[src/rtl/led_seq_pkg.sv]
// -----------------------------------------------------------------------------
// led_seq_pkg
// Shared types for the LED pattern sequencer and its divider.
//
// Contents:
//   mode_e  - sequencer mode (ROT_R, ROT_L, BOUNCE, BLINK)
//   dir_e   - bounce direction (UP = toward MSB, DOWN = toward bit0)
//   MODE_W  - width of the mode field
//   SPEED_W - width of the speed (divider shift) field
//
// Optional feature macro used elsewhere in this slice: LED_SEQ_PWM_EN.
// -----------------------------------------------------------------------------
package led_seq_pkg;

  localparam int MODE_W  = 2;
  localparam int SPEED_W = 2;

  typedef enum logic [MODE_W-1:0] {
    ROT_R  = 2'd0,
    ROT_L  = 2'd1,
    BOUNCE = 2'd2,
    BLINK  = 2'd3
  } mode_e;

  typedef enum logic {
    UP   = 1'b0,
    DOWN = 1'b1
  } dir_e;

endpackage

[src/rtl/led_seq_if.sv]
// -----------------------------------------------------------------------------
// led_seq_if
// Control/status bundle between a controller (or board top) and led_seq.
//
// Signals:
//   en      - 1 = run, 0 = divider and pattern frozen
//   mode    - sequencer mode (mode_e)
//   speed   - divider shift, terminal count = DIV_FCTR >> speed
//   duty    - PWM brightness, PWM_W bits (only with LED_SEQ_PWM_EN)
//   led_out - LED drive, N_LED bits, active-high
//   tick    - one-cycle strobe in the first cycle showing a new pattern
//
// Modports:
//   master - drives en/mode/speed(/duty), observes led_out/tick
//   slave  - the sequencer side
//
// Optional feature macro: LED_SEQ_PWM_EN (adds duty and the PWM_W parameter).
// -----------------------------------------------------------------------------
interface led_seq_if
  import led_seq_pkg::*;
#(
  parameter int N_LED = 3
`ifdef LED_SEQ_PWM_EN
  ,
  parameter int PWM_W = 4
`endif
);

  logic               en;
  mode_e              mode;
  logic [SPEED_W-1:0] speed;
`ifdef LED_SEQ_PWM_EN
  logic [PWM_W-1:0]   duty;
`endif
  logic [N_LED-1:0]   led_out;
  logic               tick;

  modport master (
    output en,
    output mode,
    output speed,
`ifdef LED_SEQ_PWM_EN
    output duty,
`endif
    input  led_out,
    input  tick
  );

  modport slave (
    input  en,
    input  mode,
    input  speed,
`ifdef LED_SEQ_PWM_EN
    input  duty,
`endif
    output led_out,
    output tick
  );

endinterface

[src/rtl/led_seq_tick.sv]
// -----------------------------------------------------------------------------
// led_seq_tick
// Clock-enable divider producing a single-cycle step pulse. Reusable wherever
// a slow strobe derived from the board clock is needed.
//
// Parameters:
//   DIV_FCTR - base terminal count; step period = (DIV_FCTR >> speed) + 1
//   CNT_W    - counter width, must hold DIV_FCTR
//
// Ports:
//   clk_in - board clock
//   rst    - synchronous active-high reset
//   en     - 1 = count, 0 = counter frozen and no step
//   speed  - runtime divider shift
//   step   - combinational, high in the cycle whose closing edge is a step
// -----------------------------------------------------------------------------
module led_seq_tick
  import led_seq_pkg::*;
#(
  parameter int DIV_FCTR = 24_000_000,
  parameter int CNT_W    = 25
) (
  input  logic               clk_in,
  input  logic               rst,
  input  logic               en,
  input  logic [SPEED_W-1:0] speed,
  output logic               step
);

  localparam logic [CNT_W-1:0] DIV_VAL = CNT_W'(DIV_FCTR);

  logic [CNT_W-1:0] div_cnt;
  logic [CNT_W-1:0] limit;
  logic             at_limit;

  assign limit = DIV_VAL >> speed;

  // >= rather than == so that lowering speed mid-count past the new limit
  // steps on the next edge instead of running the counter all the way round.
  assign at_limit = (div_cnt >= limit);

  // Reset wins over a coincident step so the pattern never moves during rst.
  assign step = en && at_limit && !rst;

  always_ff @(posedge clk_in) begin
    if (rst) begin
      div_cnt <= '0;
    end else if (en) begin
      if (at_limit) begin
        div_cnt <= '0;
      end else begin
        div_cnt <= div_cnt + CNT_W'(1);
      end
    end
  end

endmodule

[src/rtl/led_seq.sv]
// -----------------------------------------------------------------------------
// led_seq
// Parametrised LED pattern sequencer: rotate right, rotate left, bounce and
// blink, advanced by an internal clock-enable divider with runtime speed.
//
// Parameters:
//   N_LED    - number of LED outputs (>= 1)
//   DIV_FCTR - base terminal count; step period = (DIV_FCTR >> speed) + 1
//   CNT_W    - divider counter width, must hold DIV_FCTR
//   PWM_W    - PWM counter width (only with LED_SEQ_PWM_EN)
//
// Ports:
//   clk_in - board clock, single clock domain
//   rst    - synchronous active-high reset
//   bus    - led_seq_if.slave: en, mode, speed, (duty), led_out, tick
//
// Optional feature macro: LED_SEQ_PWM_EN
//   Defined     - duty input, free-running pwm_cnt, registered gate on led_out
//   Not defined - led_out is the pattern register directly
// -----------------------------------------------------------------------------
module led_seq
  import led_seq_pkg::*;
#(
  parameter int N_LED    = 3,
  parameter int DIV_FCTR = 24_000_000,
  parameter int CNT_W    = 25
`ifdef LED_SEQ_PWM_EN
  ,
  parameter int PWM_W    = 4
`endif
) (
  input  logic    clk_in,
  input  logic    rst,
  led_seq_if.slave bus
);

  logic [N_LED-1:0] pattern;
  logic [N_LED-1:0] pattern_nxt;
  dir_e             dir;
  dir_e             dir_nxt;
  logic             tick_q;
  logic             step;

  led_seq_tick #(
    .DIV_FCTR (DIV_FCTR),
    .CNT_W    (CNT_W)
  ) u_tick (
    .clk_in (clk_in),
    .rst    (rst),
    .en     (bus.en),
    .speed  (bus.speed),
    .step   (step)
  );

  // Next pattern for the current mode. The one-hot modes first repair any
  // non-one-hot pattern (left behind by BLINK) back to bit0 heading UP.
  // A single LED has nowhere to move, so bounce simply holds it.
  always_comb begin
    pattern_nxt = pattern;
    dir_nxt     = dir;
    if (bus.mode == BLINK) begin
      pattern_nxt = (&pattern) ? '0 : '1;
    end else if (!$onehot(pattern)) begin
      pattern_nxt = N_LED'(1);
      dir_nxt     = UP;
    end else begin
      case (bus.mode)
        ROT_R: begin
          for (int i = 0; i < N_LED; i++) begin
            pattern_nxt[i] = pattern[(i + 1) % N_LED];
          end
        end
        ROT_L: begin
          for (int i = 0; i < N_LED; i++) begin
            pattern_nxt[i] = pattern[(i + N_LED - 1) % N_LED];
          end
        end
        BOUNCE: begin
          if (N_LED > 1) begin
            // Turn around at an end within the same step: no dwell.
            if (dir == UP) begin
              if (pattern[N_LED-1]) begin
                dir_nxt     = DOWN;
                pattern_nxt = pattern >> 1;
              end else begin
                pattern_nxt = pattern << 1;
              end
            end else begin
              if (pattern[0]) begin
                dir_nxt     = UP;
                pattern_nxt = pattern << 1;
              end else begin
                pattern_nxt = pattern >> 1;
              end
            end
          end
        end
        default: begin
          pattern_nxt = pattern;
        end
      endcase
    end
  end

  // Pattern, direction and the tick strobe. tick is the registered step, so
  // it is high in exactly the cycle the new pattern first appears.
  always_ff @(posedge clk_in) begin
    if (rst) begin
      pattern <= N_LED'(1);
      dir     <= UP;
      tick_q  <= 1'b0;
    end else begin
      tick_q <= step;
      if (step) begin
        pattern <= pattern_nxt;
        dir     <= dir_nxt;
      end
    end
  end

  assign bus.tick = tick_q;

`ifdef LED_SEQ_PWM_EN
  logic [PWM_W-1:0] pwm_cnt;
  logic             gate_q;

  // pwm_cnt runs regardless of en so a paused pattern keeps its brightness.
  // Full-scale duty forces the gate on, otherwise 15/16 would be the maximum.
  // The gate is registered so led_out is a plain AND of two flops.
  always_ff @(posedge clk_in) begin
    if (rst) begin
      pwm_cnt <= '0;
      gate_q  <= 1'b0;
    end else begin
      pwm_cnt <= pwm_cnt + PWM_W'(1);
      gate_q  <= (&bus.duty) || (pwm_cnt < bus.duty);
    end
  end

  assign bus.led_out = pattern & {N_LED{gate_q}};
`else
  assign bus.led_out = pattern;
`endif

endmodule

[src/flat_wrapper.sv]
// flat-port wrapper written by rule: the top's interface ports become plain ports
module led_seq_flat import led_seq_pkg::*;
#(
  parameter int N_LED    = 3,
  parameter int DIV_FCTR = 24_000_000,
  parameter int CNT_W    = 25

)
  (clk_in, rst, bus_en, bus_mode, bus_speed, bus_led_out, bus_tick);
  led_seq_if #(.N_LED(N_LED)) bus_i ();
  input  logic clk_in;
  input  logic rst;
  input wire logic [$bits(bus_i.en)-1:0] bus_en;
  input wire logic [$bits(bus_i.mode)-1:0] bus_mode;
  input wire logic [$bits(bus_i.speed)-1:0] bus_speed;
  output wire logic [$bits(bus_i.led_out)-1:0] bus_led_out;
  output wire logic [$bits(bus_i.tick)-1:0] bus_tick;
  assign bus_i.en = bus_en;
  assign bus_i.mode = bus_mode;
  assign bus_i.speed = bus_speed;
  assign bus_led_out = bus_i.led_out;
  assign bus_tick = bus_i.tick;
  led_seq #(.N_LED(N_LED), .DIV_FCTR(DIV_FCTR), .CNT_W(CNT_W)) u_core (.clk_in(clk_in), .rst(rst), .bus(bus_i));
endmodule
[config.mk]
export PLATFORM = sky130hd
export DESIGN_NAME = led_seq_flat
export DESIGN_NICKNAME = d
export VERILOG_FILES = /design/src/rtl/led_seq_pkg.sv /design/src/rtl/led_seq_if.sv /design/src/rtl/led_seq_tick.sv /design/src/rtl/led_seq.sv /design/src/flat_wrapper.sv
export SDC_FILE = /design/constraint.sdc
export NUM_CORES = 1
export LEC_CHECK = 0
export ABC_AREA = 1
export CORE_MARGIN = 2
export CORE_UTILIZATION = 39
export CTS_CLUSTER_DIAMETER = 200
export DETAILED_ROUTE_END_ITERATION = 10
export PLACE_DENSITY = 0.57
export SYNTH_ARGS = -nofsm -noshare
export SYNTH_HDL_FRONTEND = slang
export SYNTH_HIERARCHICAL = 1
export SYNTH_SLANG_ARGS = --single-unit
[constraint.sdc]
create_clock -name clk_in -period 3.21 [get_ports clk_in]
set_input_delay 0.8025 -clock clk_in [delete_from_list [all_inputs] [get_ports clk_in]]
set_output_delay 0.8025 -clock clk_in [all_outputs]
set_load 0.005 [all_outputs]
==> metrics.txt, run 1 <==
# TYPE chip_impl_metric gauge
chip_impl_info{name="unrepaired_setup_endpoints_after_global_routing",value="no"} 1
chip_impl_metric{name="syn_inst",unit=""} 343
chip_impl_metric{name="regToRegSetupSlack",unit="ns"} 1.03
chip_impl_metric{name="final.hold.worst_slack",unit="ns"} 0.5382
chip_impl_metric{name="drv_cap",unit=""} 0
chip_impl_metric{name="ys_seq_elements",unit=""} 30
chip_impl_metric{name="drive_above_1_share",unit="%"} 12.63
chip_impl_metric{name="pin_count",unit=""} 11
chip_impl_metric{name="cts_max_level",unit=""} 2
chip_impl_metric{name="initial_utilization",unit="%"} 40.90
chip_impl_info{name="crit-reg2reg-capture",value="u_core/dir"} 1
chip_impl_info{name="top_ff_cell_synth",value="sky130_fd_sc_hd__dfxtp_1"} 1
chip_impl_metric{name="worstPathMaxFanout",unit=""} 5
chip_impl_metric{name="die_width",unit="µm"} 80.46
chip_impl_metric{name="mappedNetlistArea",unit="mm²"} 0.002280
chip_impl_metric{name="core.rowCount",unit=""} 27
chip_impl_metric{name="clkSlewWorstSetupHoldPaths",unit="ns"} 0.06
chip_impl_info{name="rr_startpoint",value="u_core/u_tick/div_cnt[16]"} 1
chip_impl_metric{name="synth_warnings",unit=""} 6
chip_impl_metric{name="grt_max_degree",unit=""} 20
chip_impl_info{name="min_to",value="u_core/u_tick/div_cnt[4]"} 1
chip_impl_metric{name="synth.avg_cell_area",unit="µm²"} 6.646
chip_impl_metric{name="cp_data_required_time",unit="ns"} 3.37
chip_impl_metric{name="yosysSeqAreaShare",unit="%"} 26.34
chip_impl_metric{name="gp_congestion",unit=""} 0.8523
chip_impl_metric{name="yosysTopAreaCellShare",unit="%"} 26.34
chip_impl_metric{name="synthArstFlopShare",unit="%"} 0
chip_impl_metric{name="cp_peak_stage_delay",unit="ns"} 0.28
chip_impl_info{name="cts-root-buf",value="sky130_fd_sc_hd__clkbuf_8"} 1
chip_impl_info{name="critical_path.most_common_cell",value="sky130_fd_sc_hd__nand2_1"} 1
chip_impl_info{name="outcome",value="complete, no violations"} 1
chip_impl_metric{name="postRouteAntennaNets",unit=""} 0
chip_impl_metric{name="wire_length_of_the_first_global_routing_pass",unit="µm"} 9066
chip_impl_metric{name="vias_in_the_first_global_route",unit=""} 2038
chip_impl_metric{name="p_leak",unit="µW"} 0.001226
chip_impl_metric{name="grt.total_usage",unit="%"} 17.83
chip_impl_metric{name="cts-root-to-sink-buffers",unit=""} 2
chip_impl_metric{name="route.detailed.vias_per_inst",unit=""} 4.752
chip_impl_metric{name="finalClockSkew",unit="ns"} 0.004580
chip_impl_metric{name="detail_route.wirelength",unit="µm"} 5104
chip_impl_metric{name="place_hpwl",unit="µm"} 4118
chip_impl_metric{name="detail_route.iter0.violations",unit=""} 71
chip_impl_metric{name="core_area",unit="mm²"} 0.005574
chip_impl_info{name="layout_commonest_cell",value="sky130_fd_sc_hd__nand2_1"} 1
chip_impl_metric{name="multiInputGateArea",unit="mm²"} 0.001455
chip_impl_metric{name="vias",unit=""} 2110
chip_impl_metric{name="final-max-slew-violation-count",unit=""} 0
chip_impl_metric{name="period_utilisation_layout",unit="%"} 88.65
chip_impl_metric{name="post_layout_utilization_of_the_core",unit="%"} 47.70
chip_impl_metric{name="clkSinkCount",unit=""} 30
chip_impl_metric{name="timing.slew.headroom",unit="%"} 60.77
chip_impl_metric{name="fmax",unit="GHz"} 0.3514
chip_impl_metric{name="die_h",unit="µm"} 80.46
chip_impl_metric{name="timing.critical_path.arrival",unit="ns"} 3.00
chip_impl_metric{name="num_antenna_cells",unit=""} 0
chip_impl_metric{name="remaining_drc_errors",unit=""} 0
chip_impl_info{name="setup.worst_path.class",value="in2reg"} 1
chip_impl_metric{name="sequential_cell_area",unit="µm²"} 600.6
chip_impl_metric{name="power_per_cell_area",unit="mW/mm²"} 294.8
chip_impl_metric{name="synthToLayoutAreaGrowth",unit="%"} 16.63
chip_impl_info{name="critical_path.endpoint_type",value="register"} 1
chip_impl_info{name="most_used_cells_in_the_layout_excluding_fill_and_tap_cells",value="85 x sky130_fd_sc_hd__nand2_1, 54 x sky130_fd_sc_hd__nor2_1, 48 x sky130_fd_sc_hd__inv_1, 30 x sky130_fd_sc_hd__dfxtp_1, 24 x sky130_fd_sc_hd__ha_1"} 1
chip_impl_metric{name="grt_antenna_before_repair",unit=""} 0
chip_impl_metric{name="cts-buffers-inserted",unit=""} 5
chip_impl_info{name="holdCritStartpoint",value="u_core/u_tick/div_cnt[4]"} 1
chip_impl_metric{name="die_area",unit="mm²"} 0.006473
chip_impl_metric{name="final_period_minus_worst_setup_slack",unit="ns"} 2.846
chip_impl_metric{name="insertion_delay",unit="ns"} 0.28
chip_impl_metric{name="wl_per_cell",unit="µm"} 11.50
chip_impl_metric{name="yosys.cell_types.count",unit=""} 27
chip_impl_metric{name="grt_ovf",unit=""} 0
chip_impl_info{name="worst_path_max_delay_cell",value="sky130_fd_sc_hd__ha_1"} 1
chip_impl_metric{name="edff_count_synth",unit=""} 0
chip_impl_metric{name="post_cts.repair.setup_buffers",unit=""} 0
chip_impl_metric{name="finalHoldViolations",unit=""} 0
chip_impl_info{name="hold_class",value="reg2reg"} 1
chip_impl_metric{name="setup-violations-final",unit=""} 0
chip_impl_metric{name="irDropWorstVdd",unit="V"} 0.0001805
chip_impl_info{name="path_cells",value="dlymetal6s2s_1 -> inv_2 -> ha_2 -> inv_1 -> ha_1 -> nand2_1 -> inv_1 -> nand2_1 -> nor2_1 -> nand2_1 -> nor2_1 -> nor2_1 -> nand2_1 -> nand2_1 -> nand2_1 -> nand2_1 -> nor2_2 -> inv_1 -> a21oi_1 -> o21ai_0 -> o21ai_1 -> a21oi_1"} 1
chip_impl_metric{name="portBuffers",unit=""} 10
chip_impl_info{name="synth.top_cells.by_area",value="sky130_fd_sc_hd__dfxtp_1 26%, sky130_fd_sc_hd__nand2_1 14%, sky130_fd_sc_hd__ha_1 14%"} 1
chip_impl_metric{name="synth.net_count",unit=""} 376
chip_impl_metric{name="nets",unit=""} 404
chip_impl_metric{name="worst-slew-pin-transition",unit="ns"} 0.5839
chip_impl_metric{name="nFillCells",unit=""} 615
chip_impl_metric{name="reg2regPathDepth",unit=""} 18
chip_impl_info{name="worstSetupStartpointType",value="primary input"} 1
chip_impl_info{name="tritoncts",value="done"} 1
chip_impl_metric{name="holdPathStages",unit=""} 2
chip_impl_info{name="synth_top_cell_by_area",value="sky130_fd_sc_hd__dfxtp_1"} 1
chip_impl_metric{name="router_iterations_before_antenna_repair",unit=""} 4
==> cells by family after synthesis <==
group / after synthesis / share of synthesized area [%]
fa+ha+maj: 26 / 14.60
xor+xnor: 18 / 6.916
simple gates: 183 / 35.07
buf+inv: 57 / 10.04
flops: 30 / 26.34
compound gates: 29 / 7.026
==> worst max-delay path by stage <==
stage	start	to	slack, ns
after floorplan	bus_speed[1]	u_core/dir	0.55
after global placement	bus_speed[1]	u_core/dir	-0.28
after detailed placement	bus_speed[1]	u_core/dir	-0.32
after CTS	bus_speed[1]	u_core/dir	0.009
after global routing	bus_speed[1]	u_core/dir	0.14
final	bus_speed[1]	u_core/dir	0.36
==> flip-flops by register name, indices dropped and copies added (netlist names) <==
name,flops
u_core/bus.tick,1
u_core/dir,1
u_core/u_tick/div_cnt,25
u_core/bus.led_out,3
==> metal layers <==
layer  GRT usage, %  up-vias  part of all wire, %
li1               -     1128                    -
met1          22.54      946                   49
met2          31.50       30                   47
met3          3.034        6                  2.7
met4          4.068        0                  1.0
met5              0        -                    0
==> worst max-delay path: cells and delay by family <==
family                     cells  cell delay (ns)
and+or+nand+nor               11             0.82
adders and majority gates      2             0.48
buffers and inverters          5             0.48
AOI/OAI and AO/OA              4             0.41
==> cells in the mapped netlist (3+ instances only) <==
| cell type | count |
|---|---|
| sky130_fd_sc_hd__xor2_1 | 15 |
| sky130_fd_sc_hd__a21oi_1 | 13 |
| sky130_fd_sc_hd__dfxtp_1 | 30 |
| sky130_fd_sc_hd__nor2_1 | 55 |
| sky130_fd_sc_hd__nand4_1 | 8 |
| sky130_fd_sc_hd__nand3_1 | 13 |
| sky130_fd_sc_hd__ha_1 | 25 |
| sky130_fd_sc_hd__o21ai_0 | 8 |
| sky130_fd_sc_hd__xnor2_1 | 3 |
| sky130_fd_sc_hd__nand2_2 | 6 |
| sky130_fd_sc_hd__o21ai_1 | 3 |
| sky130_fd_sc_hd__inv_1 | 50 |
| sky130_fd_sc_hd__inv_2 | 5 |
| sky130_fd_sc_hd__nand2_1 | 85 |
| sky130_fd_sc_hd__nor2_2 | 4 |
| sky130_fd_sc_hd__nor3_1 | 6 |
==> repair_timing <==
action                                  in CTS  in global routing
hold buffers                                 0                  0
gates resized for setup                      2                  4
hold endpoints to repair                     0                  0
endpoints found under the setup margin       1                  4
==> cell type report <==
| class | count | area share [%] |
|---|---|---|
| sequential | 30 | 22.59 |
| clock inverter | 1 | 0.1882 |
| timing repair buffer | 23 | 8.094 |
| inverter | 55 | 7.765 |
| tap | 72 | 3.388 |
| clock buffer | 7 | 3.247 |
| multi-input combinational | 256 | 54.73 |
==> through the flow <==
step / cell area (µm²) / total power (µW) / instances / setup WS [ns] / setup TNS (ns)
detailed placement: 2557 / 479.2 / 436 / -0.3185 / -0.9123
floorplan: 2280 / 440.6 / 343 / 0.5491 / 0
finish: 2659 / 783.7 / 444 / 0.3643 / 0
CTS: 2651 / 794.7 / 444 / 0.008945 / 0
global placement: 2557 / 478.3 / 436 / -0.2812 / -0.8521
global route: 2659 / 828.0 / 444 / 0.1447 / 0
==> where the power goes <==
group | switching [µW] | internal [µW] | leakage (µW) | total, µW
Sequential | 2.99 | 375 | 0.000242 | 378
Combinational | 51.9 | 41.1 | 0.000936 | 93.0
Clock | 140 | 173 | 0.0000482 | 313
No activity file was read; power rests on OpenSTA's default activity.
==> run 2, diff against run 1 <==
CTS_BUF_LIST = sky130_fd_sc_hd__clkbuf_8 sky130_fd_sc_hd__clkbuf_16   (was not set)
==> metrics.txt, run 2 (synthesized netlist as in run 1, its figures left out) <==
# TYPE chip_impl_metric gauge
chip_impl_info{name="outcome",value="complete, no violations"} 1
chip_impl_metric{name="reg2regPathDepth",unit=""} 18
chip_impl_metric{name="remaining_drc_errors",unit=""} 0
chip_impl_metric{name="multiInputGateArea",unit="mm²"} 0.001455
chip_impl_metric{name="finalClockSkew",unit="ns"} 0.004580
chip_impl_metric{name="switchingPower",unit="µW"} 195.0
chip_impl_metric{name="route.detailed.vias_per_inst",unit=""} 4.752
chip_impl_metric{name="insertion_delay",unit="ns"} 0.28
chip_impl_metric{name="router_iterations_before_antenna_repair",unit=""} 4
chip_impl_metric{name="postRouteAntennaNets",unit=""} 0
chip_impl_metric{name="cts-root-to-sink-buffers",unit=""} 2
chip_impl_metric{name="period_utilisation_layout",unit="%"} 88.65
chip_impl_metric{name="clkSinkCount",unit=""} 30
chip_impl_metric{name="post_cts.repair.setup_buffers",unit=""} 0
chip_impl_metric{name="drv_cap",unit=""} 0
chip_impl_metric{name="wl_per_cell",unit="µm"} 11.50
chip_impl_metric{name="fmax",unit="GHz"} 0.3514
chip_impl_metric{name="cts_hold_buffers",unit=""} 0
chip_impl_metric{name="worst-slew-pin-transition",unit="ns"} 0.5839
chip_impl_metric{name="gp_congestion",unit=""} 0.8523
chip_impl_metric{name="combinationalPowerShare",unit="%"} 11.9
chip_impl_metric{name="placedInstanceArea",unit="mm²"} 0.002557
chip_impl_metric{name="detail_route.wirelength",unit="µm"} 5106
chip_impl_metric{name="power_frac_clock",unit="%"} 39.6
chip_impl_metric{name="setup-violations-final",unit=""} 0
chip_impl_info{name="worstSetupStartpointType",value="primary input"} 1
chip_impl_info{name="hold_class",value="reg2reg"} 1
chip_impl_metric{name="grt_ovf",unit=""} 0
chip_impl_metric{name="largest_reg_flops",unit=""} 25
chip_impl_metric{name="final_period_minus_worst_setup_slack",unit="ns"} 2.846
chip_impl_info{name="tritoncts",value="done"} 1
chip_impl_metric{name="cp_data_required_time",unit="ns"} 3.37
chip_impl_metric{name="finalHoldViolations",unit=""} 0
chip_impl_metric{name="worstPathMaxFanout",unit=""} 5
chip_impl_metric{name="vias",unit=""} 2110
chip_impl_info{name="critical_path.endpoint_type",value="register"} 1
chip_impl_metric{name="die_width",unit="µm"} 80.46
chip_impl_metric{name="intPower",unit="µW"} 585.8
chip_impl_metric{name="grt_max_degree",unit=""} 20
chip_impl_info{name="setup.worst_path.class",value="in2reg"} 1
chip_impl_metric{name="core.rowCount",unit=""} 27
chip_impl_metric{name="irDropWorstVdd",unit="V"} 0.0001805
chip_impl_metric{name="grt_antenna_before_repair",unit=""} 0
chip_impl_metric{name="final.hold.worst_slack",unit="ns"} 0.5382
chip_impl_metric{name="timing.critical_path.arrival",unit="ns"} 3.00
chip_impl_metric{name="nets",unit=""} 404
chip_impl_metric{name="num_antenna_cells",unit=""} 0
chip_impl_metric{name="initial_utilization",unit="%"} 40.90
chip_impl_info{name="most_used_cells_in_the_layout_excluding_fill_and_tap_cells",value="85 x sky130_fd_sc_hd__nand2_1, 54 x sky130_fd_sc_hd__nor2_1, 49 x sky130_fd_sc_hd__inv_1, 30 x sky130_fd_sc_hd__dfxtp_1, 24 x sky130_fd_sc_hd__ha_1"} 1
chip_impl_metric{name="clkSlewWorstSetupHoldPaths",unit="ns"} 0.06
chip_impl_metric{name="final-max-slew-violation-count",unit=""} 0
chip_impl_metric{name="synthToLayoutAreaGrowth",unit="%"} 16.63
chip_impl_metric{name="timing.slew.headroom",unit="%"} 60.77
chip_impl_metric{name="detail_route.iter0.violations",unit=""} 72
chip_impl_metric{name="power_per_cell_area",unit="mW/mm²"} 293.6
chip_impl_metric{name="post-route-cell-area",unit="mm²"} 0.002659
chip_impl_metric{name="pin_count",unit=""} 11
chip_impl_metric{name="die_h",unit="µm"} 80.46
chip_impl_metric{name="die_area",unit="mm²"} 0.006473
chip_impl_metric{name="switching_share",unit="%"} 24.97
chip_impl_metric{name="sequential_cell_area",unit="µm²"} 600.6
chip_impl_metric{name="nFillCells",unit=""} 615
chip_impl_metric{name="share_seq_of_total_power",unit="%"} 48.4
chip_impl_metric{name="holdPathStages",unit=""} 2
chip_impl_info{name="largest-register",value="u_core/u_tick/div_cnt"} 1
chip_impl_metric{name="cts_max_level",unit=""} 2
chip_impl_metric{name="vias_in_the_first_global_route",unit=""} 2038
chip_impl_metric{name="grt.total_usage",unit="%"} 17.83
chip_impl_metric{name="cts-buffers-inserted",unit=""} 5
chip_impl_metric{name="p_leak",unit="µW"} 0.001230
chip_impl_metric{name="place_hpwl",unit="µm"} 4118
chip_impl_metric{name="drive_above_1_share",unit="%"} 12.63
chip_impl_metric{name="portBuffers",unit=""} 10
chip_impl_info{name="cts-root-buf",value="sky130_fd_sc_hd__clkbuf_8"} 1
chip_impl_info{name="unrepaired_setup_endpoints_after_global_routing",value="no"} 1
chip_impl_info{name="layout_commonest_cell",value="sky130_fd_sc_hd__nand2_1"} 1
chip_impl_metric{name="core_area",unit="mm²"} 0.005574
chip_impl_metric{name="wire_length_of_the_first_global_routing_pass",unit="µm"} 9066
## run 2: cell types whose count changed in the layout (fill, tap and decap cells not counted), sizes merged
cell    before  now
clkbuf       7    6
inv         55   56
## run 2: what timing repair did
action,in CTS,in global routing
resized for setup,2,4
setup endpoints to repair,1,4
pin swaps,0,0
## run 2: cell type report
type,instances,area share [%]
multi-input cells,256,54.73
flip-flops and latches,30,22.59
repair buffers,23,8.094
inverters,55,7.765
well taps,72,3.388
clock buffers,6,3.106
clock inverters,2,0.3294
## run 2: final timing paths
path                            slack, ns                      start                  endpoint
worst min-delay path                 0.54   u_core/u_tick/div_cnt[4]  u_core/u_tick/div_cnt[4]
worst max register to register       1.03  u_core/u_tick/div_cnt[16]                u_core/dir
worst max-delay path                 0.36               bus_speed[1]                u_core/dir
worst min register to register       0.54   u_core/u_tick/div_cnt[4]  u_core/u_tick/div_cnt[4]
## run 2: critical path: stages
cell                             delay (ns)
sky130_fd_sc_hd__dlymetal6s2s_1        0.17
sky130_fd_sc_hd__inv_2                 0.09
sky130_fd_sc_hd__ha_2                  0.20
sky130_fd_sc_hd__inv_1                 0.10
sky130_fd_sc_hd__ha_1                  0.28
sky130_fd_sc_hd__nand2_1               0.05
sky130_fd_sc_hd__inv_1                 0.05
sky130_fd_sc_hd__nand2_1               0.07
sky130_fd_sc_hd__nor2_1                0.09
sky130_fd_sc_hd__nand2_1               0.06
sky130_fd_sc_hd__nor2_1                0.09
sky130_fd_sc_hd__nor2_1                0.05
sky130_fd_sc_hd__nand2_1               0.06
sky130_fd_sc_hd__nand2_1               0.05
sky130_fd_sc_hd__nand2_1               0.08
sky130_fd_sc_hd__nand2_1               0.09
sky130_fd_sc_hd__nor2_2                0.13
sky130_fd_sc_hd__inv_1                 0.07
sky130_fd_sc_hd__a21oi_1               0.10
sky130_fd_sc_hd__o21ai_0               0.12
sky130_fd_sc_hd__o21ai_1               0.14
sky130_fd_sc_hd__a21oi_1               0.05
## run 2: layer usage
layer  share of wire [%]  global-route usage, %  wire length (µm)  vias to the layer above
met2                  47                  31.50              2424                       28
met5                   0                      0                 0                        -
li1                    -                      -                 -                     1128
met3                 2.7                  3.034               138                        6
met1                  49                  22.54              2492                      948
met4                 1.0                  4.068                51                        0
## run 2: power by group through the flow
| stage | Sequential, µW | Clock, µW | Combinational [µW] |
|---|---|---|---|
| after global placement | 386 | 0 | 92.0 |
| after floorplan | 386 | 0 | 54.8 |
| after CTS | 378 | 319 | 94.3 |
| after global routing | 378 | 341 | 106 |
| after detailed placement | 386 | 0 | 92.7 |
| final | 378 | 310 | 93.0 |
## run 2: per-stage QoR
stage / utilization, % / std cells / setup WS, ns / power, µW / TNS, ns
3_3_place_gp: 45.88 / 436 / -0.2812 / 478.3 / -0.8521
4_1_cts: 47.56 / 444 / 0.008945 / 791.7 / 0
5_1_grt: 47.70 / 444 / 0.1447 / 825.1 / 0
2_1_floorplan: - / 343 / 0.5491 / 440.6 / 0
6_report: 47.70 / 444 / 0.3643 / 780.7 / 0
3_5_place_dp: 45.88 / 436 / -0.3185 / 479.2 / -0.9123
